### src/rtl/prm_edge_scan_seq.sv
// Edge-scan sequencer: sweeps 15-bit edge codes onto the obstacle checker
// bank, OR-reduces the per-obstacle masks into one collision bit per edge,
// packs the bits LSB-first into words and streams them out valid/ready.
module prm_edge_scan_seq #(
  parameter int OBS_N  = 8,
  parameter int WORD_W = 32
) (
  input  logic              clk,
  input  logic              rst,
  input  logic              start_i,
  input  logic [14:0]       code_first_i,
  input  logic [14:0]       code_last_i,
  output logic [14:0]       chk_code_o,
  input  logic [OBS_N-1:0]  chk_mask_i,
  output logic              word_valid_o,
  input  logic              word_ready_i,
  output logic [WORD_W-1:0] word_data_o,
  output logic              word_last_o,
  output logic [15:0]       blocked_cnt_o,
  output logic              busy_o,
  output logic              done_o,
  output logic              err_o
);

  localparam int IW = $clog2(WORD_W);

  typedef enum logic [1:0] {S_IDLE, S_SCAN, S_DRAIN, S_DONE} state_t;

  state_t            state;
  logic [14:0]       code_last_q;
  logic [WORD_W-1:0] pack_q;
  logic [IW-1:0]     idx_q;
  // pack_full_q: pack_q holds a complete word that could not move to the
  // output register yet; pack_last_q marks it as the scan's final word.
  logic              pack_full_q;
  logic              pack_last_q;

  logic              coll;
  logic              out_free;
  logic              stall;
  logic              is_last;
  logic              word_end;
  logic [WORD_W-1:0] pack_nxt;

  // Collision bit, stall detect and next pack value for the current code.
  always_comb begin
    coll     = |chk_mask_i;
    out_free = !word_valid_o || word_ready_i;
    stall    = pack_full_q && !out_free;
    is_last  = (chk_code_o == code_last_q);
    word_end = (idx_q == IW'(WORD_W-1)) || is_last;
    // Bit 0 of a new word starts from a clean register so unused high bits stay 0.
    pack_nxt = ((idx_q == '0) ? '0 : pack_q) | (WORD_W'(coll) << idx_q);
  end

  // Scan FSM with registered outputs.
  always_ff @(posedge clk) begin
    if (rst) begin
      state         <= S_IDLE;
      code_last_q   <= '0;
      pack_q        <= '0;
      idx_q         <= '0;
      pack_full_q   <= 1'b0;
      pack_last_q   <= 1'b0;
      chk_code_o    <= '0;
      word_valid_o  <= 1'b0;
      word_data_o   <= '0;
      word_last_o   <= 1'b0;
      blocked_cnt_o <= '0;
      busy_o        <= 1'b0;
      done_o        <= 1'b0;
      err_o         <= 1'b0;
    end else begin
      done_o <= 1'b0;
      unique case (state)
        S_IDLE: begin
          if (start_i) begin
            code_last_q   <= code_last_i;
            blocked_cnt_o <= '0;
            idx_q         <= '0;
            pack_full_q   <= 1'b0;
            if (code_last_i < code_first_i) begin
              err_o  <= 1'b1;
              done_o <= 1'b1;
              state  <= S_DONE;
            end else begin
              err_o      <= 1'b0;
              chk_code_o <= code_first_i;
              busy_o     <= 1'b1;
              state      <= S_SCAN;
            end
          end
        end

        S_SCAN: begin
          if (!stall) begin
            // A parked word moves out as soon as the output slot frees up.
            if (pack_full_q) begin
              word_data_o  <= pack_q;
              word_last_o  <= pack_last_q;
              word_valid_o <= 1'b1;
            end else if (word_valid_o && word_ready_i) begin
              word_valid_o <= 1'b0;
              word_last_o  <= 1'b0;
            end
            pack_q <= pack_nxt;
            if (word_end) begin
              if (!pack_full_q && out_free) begin
                word_data_o  <= pack_nxt;
                word_last_o  <= is_last;
                word_valid_o <= 1'b1;
                pack_full_q  <= 1'b0;
              end else begin
                pack_full_q <= 1'b1;
                pack_last_q <= is_last;
              end
            end else begin
              pack_full_q <= 1'b0;
            end
            if (coll) blocked_cnt_o <= blocked_cnt_o + 16'd1;
            idx_q <= idx_q + 1'b1;
            if (is_last) state <= S_DRAIN;
            else         chk_code_o <= chk_code_o + 15'd1;
          end
        end

        S_DRAIN: begin
          if (pack_full_q) begin
            if (out_free) begin
              word_data_o  <= pack_q;
              word_last_o  <= pack_last_q;
              word_valid_o <= 1'b1;
              pack_full_q  <= 1'b0;
            end
          end else if (word_valid_o && word_ready_i) begin
            word_valid_o <= 1'b0;
            word_last_o  <= 1'b0;
            if (word_last_o) begin
              busy_o <= 1'b0;
              done_o <= 1'b1;
              state  <= S_DONE;
            end
          end
        end

        default: state <= S_IDLE;
      endcase
    end
  end

endmodule
### config.mk
export PLATFORM = sky130hd
export DESIGN_NAME = prm_edge_scan_seq
export DESIGN_NICKNAME = d
export VERILOG_FILES = /design/src/rtl/prm_edge_scan_seq.sv
export SDC_FILE = /design/constraint.sdc
export NUM_CORES = 1
export LEC_CHECK = 0
export BUFFER_PORTS_ARGS = -buffer_cell sky130_fd_sc_hd__buf_2
export CORE_AREA = 4 4 117 119
export CTS_CLUSTER_DIAMETER = 80
export DETAILED_ROUTE_END_ITERATION = 10
export DIE_AREA = 0 0 121 123
export HOLD_SLACK_MARGIN = 0.15
export PLACE_DENSITY_LB_ADDON = 0.1
export SYNTH_ARGS = -nofsm -noshare
export SYNTH_HDL_FRONTEND = slang
export SYNTH_SLANG_ARGS = --single-unit
### constraint.sdc
create_clock -name clk -period 8.5 [get_ports clk]
set_clock_uncertainty 0.2 [all_clocks]
set_input_delay 0.425 -clock clk [delete_from_list [all_inputs] [get_ports clk]]
set_output_delay 0.425 -clock clk [all_outputs]
set_load 0.005 [all_outputs]
==> flow_metrics.tcl <==
set metrics [dict create \
    outcome "completed" \
    antenna_found_initial 0 \
    post-route-min-period_ns 3.75 \
    peakVddDrop_mv 0.187 \
    synth_edf_count 0 \
    most-common-layout-cells "dfxtp_1, buf_2, nor2_1" \
    power_density_mw_per_mm2 312 \
    gp_congestion 0.877 \
    grt_setup_unrepaired "false" \
    postCtsSetupRepairBufs 0 \
    clock_path_buffers 2 \
    grt_start_max_net_pins 50 \
    synth_cell_types 68 \
    via_count 7158 \
    dieArea_mm2 0.0149 \
    setup_tns_ns 0 \
    io_buffers 109 \
    met3_usage_pct 5.90 \
    busiest_layer "met2" \
    cp_max_fo 18 \
    critPathKind "reg2reg" \
    core.rowCount 41 \
    initial_core_util_pct 54.0 \
    required_ns 8.67 \
    wl_per_cell_um 18.6 \
    final_max_slew_viol_count 0 \
    p_int_mw 1.51 \
    grt_overflow 0 \
    setup_viol 0 \
    fin_ws_ns 4.75 \
    use_met2_pct 45.0 \
    first_pass_iters 5 \
    syn_nets 926 \
    switching_share_pct 40.5 \
    cp-end-kind "flip-flop" \
    cts_hold_buf 16 \
    tightestPinTransition_ns 1.26 \
    cts.sinks 124 \
    wl_mm 21.1 \
    tritoncts "built" \
    drc 0 \
    area_growth_pct 19.8 \
    yosys_warnings 0 \
    synth_ff_type "dfxtp_1" \
    power_frac_clock_pct 29.6 \
    viasPerCell 6.30 \
    maxSlewHeadroom_pct 15.5 \
    comb_power_share_pct 39.2 \
    grt_pass1_vias 6733 \
    die_w_um 121 \
    grt_pass1_wl_mm 34.0 \
    p_leak_nw 3.37 \
    post-route-period-util_pct 44.1 \
    p_switching_mw 1.03 \
    drt-initial-drc-count 876 \
    pwr-share-seq_pct 31.3 \
    globalRouteTotalUtil_pct 28.5 \
    post_cts_resize_count 0 \
    yosysSeqAreaShare_pct 36.6 \
    drtAntennaViolNets 0 \
    clk_root_buffer_cell "clkbuf_16" \
    async_flop_share_pct 0 \
    diodes 0 \
    core-area_mm2 0.0126 \
    pre_cts_ws_ns 4.96 \
    drive_gt1_share_pct 16.4 \
    final_common_cell "dfxtp_1" \
    syn_avg_cell_area_um2 7.91 \
    place_area_mm2 0.00737 \
    syn_inst 858 \
    cts-buffers-inserted 17 \
    fin_nets 1019 \
    num_io_pins 110 \
    dp.final_hpwl_mm 14.5 \
    grt_util_met1_pct 38.7 \
    max_clock_freq_ghz 0.266 \
    worstSetupStartpointType "flip-flop" \
    finalHoldViolations 0 \
    hold_path_class "in2reg" \
    synth_area_mm2 0.00679 \
    htree_levels 4 \
    final_cell_area_mm2 0.00814 \
    synth-seq-cells 124 \
    clk_latency_ns 0.42 \
    die_h_um 123 \
    arrival_ns 3.92 \
    drv_cap 0 \
    clkTransAtPathRegs_ns 0.05 \
]
## per-layer routing
metal | vias to the layer above | share of wire, %
met5 | - | 0
met4 | 0 | 2.4
met3 | 49 | 9.1
met2 | 416 | 46
met1 | 3370 | 43
li1 | 3323 | -
## cell families after synthesis
| group | share of synthesized area [%] |
|---|---|
| buffers and inverters | 5.20 |
| AND/OR/NAND/NOR | 21.1 |
| multiplexers | 1.03 |
| flip-flops | 36.6 |
| XOR/XNOR | 3.74 |
| adder cells (fa/ha/maj) | 4.79 |
| AO/OA/AOI/OAI | 27.5 |
## path summary, 6_finish.rpt
check	startpoint	end	slack, ns	cells past startpoint
setup reg to reg	pack_full_q	word_data_o[28]	4.75	8
setup / recovery	pack_full_q	word_data_o[28]	4.75	8
hold reg to reg	code_last_q[3]	code_last_q[3]	0.27	2
hold / removal	code_first_i[3]	chk_code_o[3]	0.17	3
## synth_stat cells (12+ instances only)
cell type / count / share of area, %
a211oi_1: 18 / 2.0
xnor2_1: 13 / 1.7
nor2_1: 107 / 5.9
nor4_1: 13 / 1.2
a21oi_1: 51 / 3.8
nand2_1: 103 / 5.7
xor2_1: 16 / 2.1
nor3_1: 15 / 1.1
a32oi_1: 12 / 1.5
a22oi_1: 26 / 2.9
o21ai_0: 53 / 3.9
nand3_1: 24 / 1.8
ha_1: 26 / 4.8
inv_1: 29 / 1.6
clkbuf_1: 47 / 2.6
dfxtp_1: 124 / 37
## critical path, stage by stage, from the launching register on
cell,delay [ns]
dfxtp_1,0.79
inv_1,0.48
ha_1,0.40
clkinv_1,0.16
nor2_1,0.13
a31oi_2,0.91
a221oi_1,0.15
a311oi_1,0.35
a21o_1,0.11
## power by group through the flow
stage                     sequential (mW)  combinational, mW  clock, mW
after floorplan                     0.776              0.681          0
after global placement              0.795              0.937          0
after detailed placement            0.799              0.959          0
after CTS                           0.789              0.975      0.750
after global routing                0.806               1.09      0.777
final                               0.792              0.993      0.749
## stage by stage
step / instances / hold slack, ns / total power, mW / utilization [%]
finish: 1136 / 0.175 / 2.54 / 64.7
global placement: 1088 / 0.254 / 1.73 / 58.6
floorplan: 858 / 0.248 / 1.46 / -
CTS: 1136 / 0.164 / 2.51 / 64.7
detailed placement: 1088 / 0.255 / 1.76 / 58.6
global route: 1136 / 0.206 / 2.67 / 64.7
## state kept, by name (all words and copies together) (netlist names), 2 cells and up
| name | count |
|---|---|
| blocked_cnt_o | 16 |
| chk_code_o | 15 |
| code_last_q | 15 |
| idx_q | 5 |
| pack_q | 32 |
| state | 2 |
| word_data_o | 32 |
## layout make-up
| type | instances | area [µm²] |
|---|---|---|
| clock buffer | 25 | 495 |
| fill | 1086 | 4430 |
| multi-input combinational | 645 | 3960 |
| clock inverter | 7 | 110 |
| sequential | 124 | 2480 |
| tap | 172 | 215 |
| timing repair buffer | 132 | 758 |
| inverter | 31 | 116 |
Note: power is estimated with default switching activity, not from simulation.
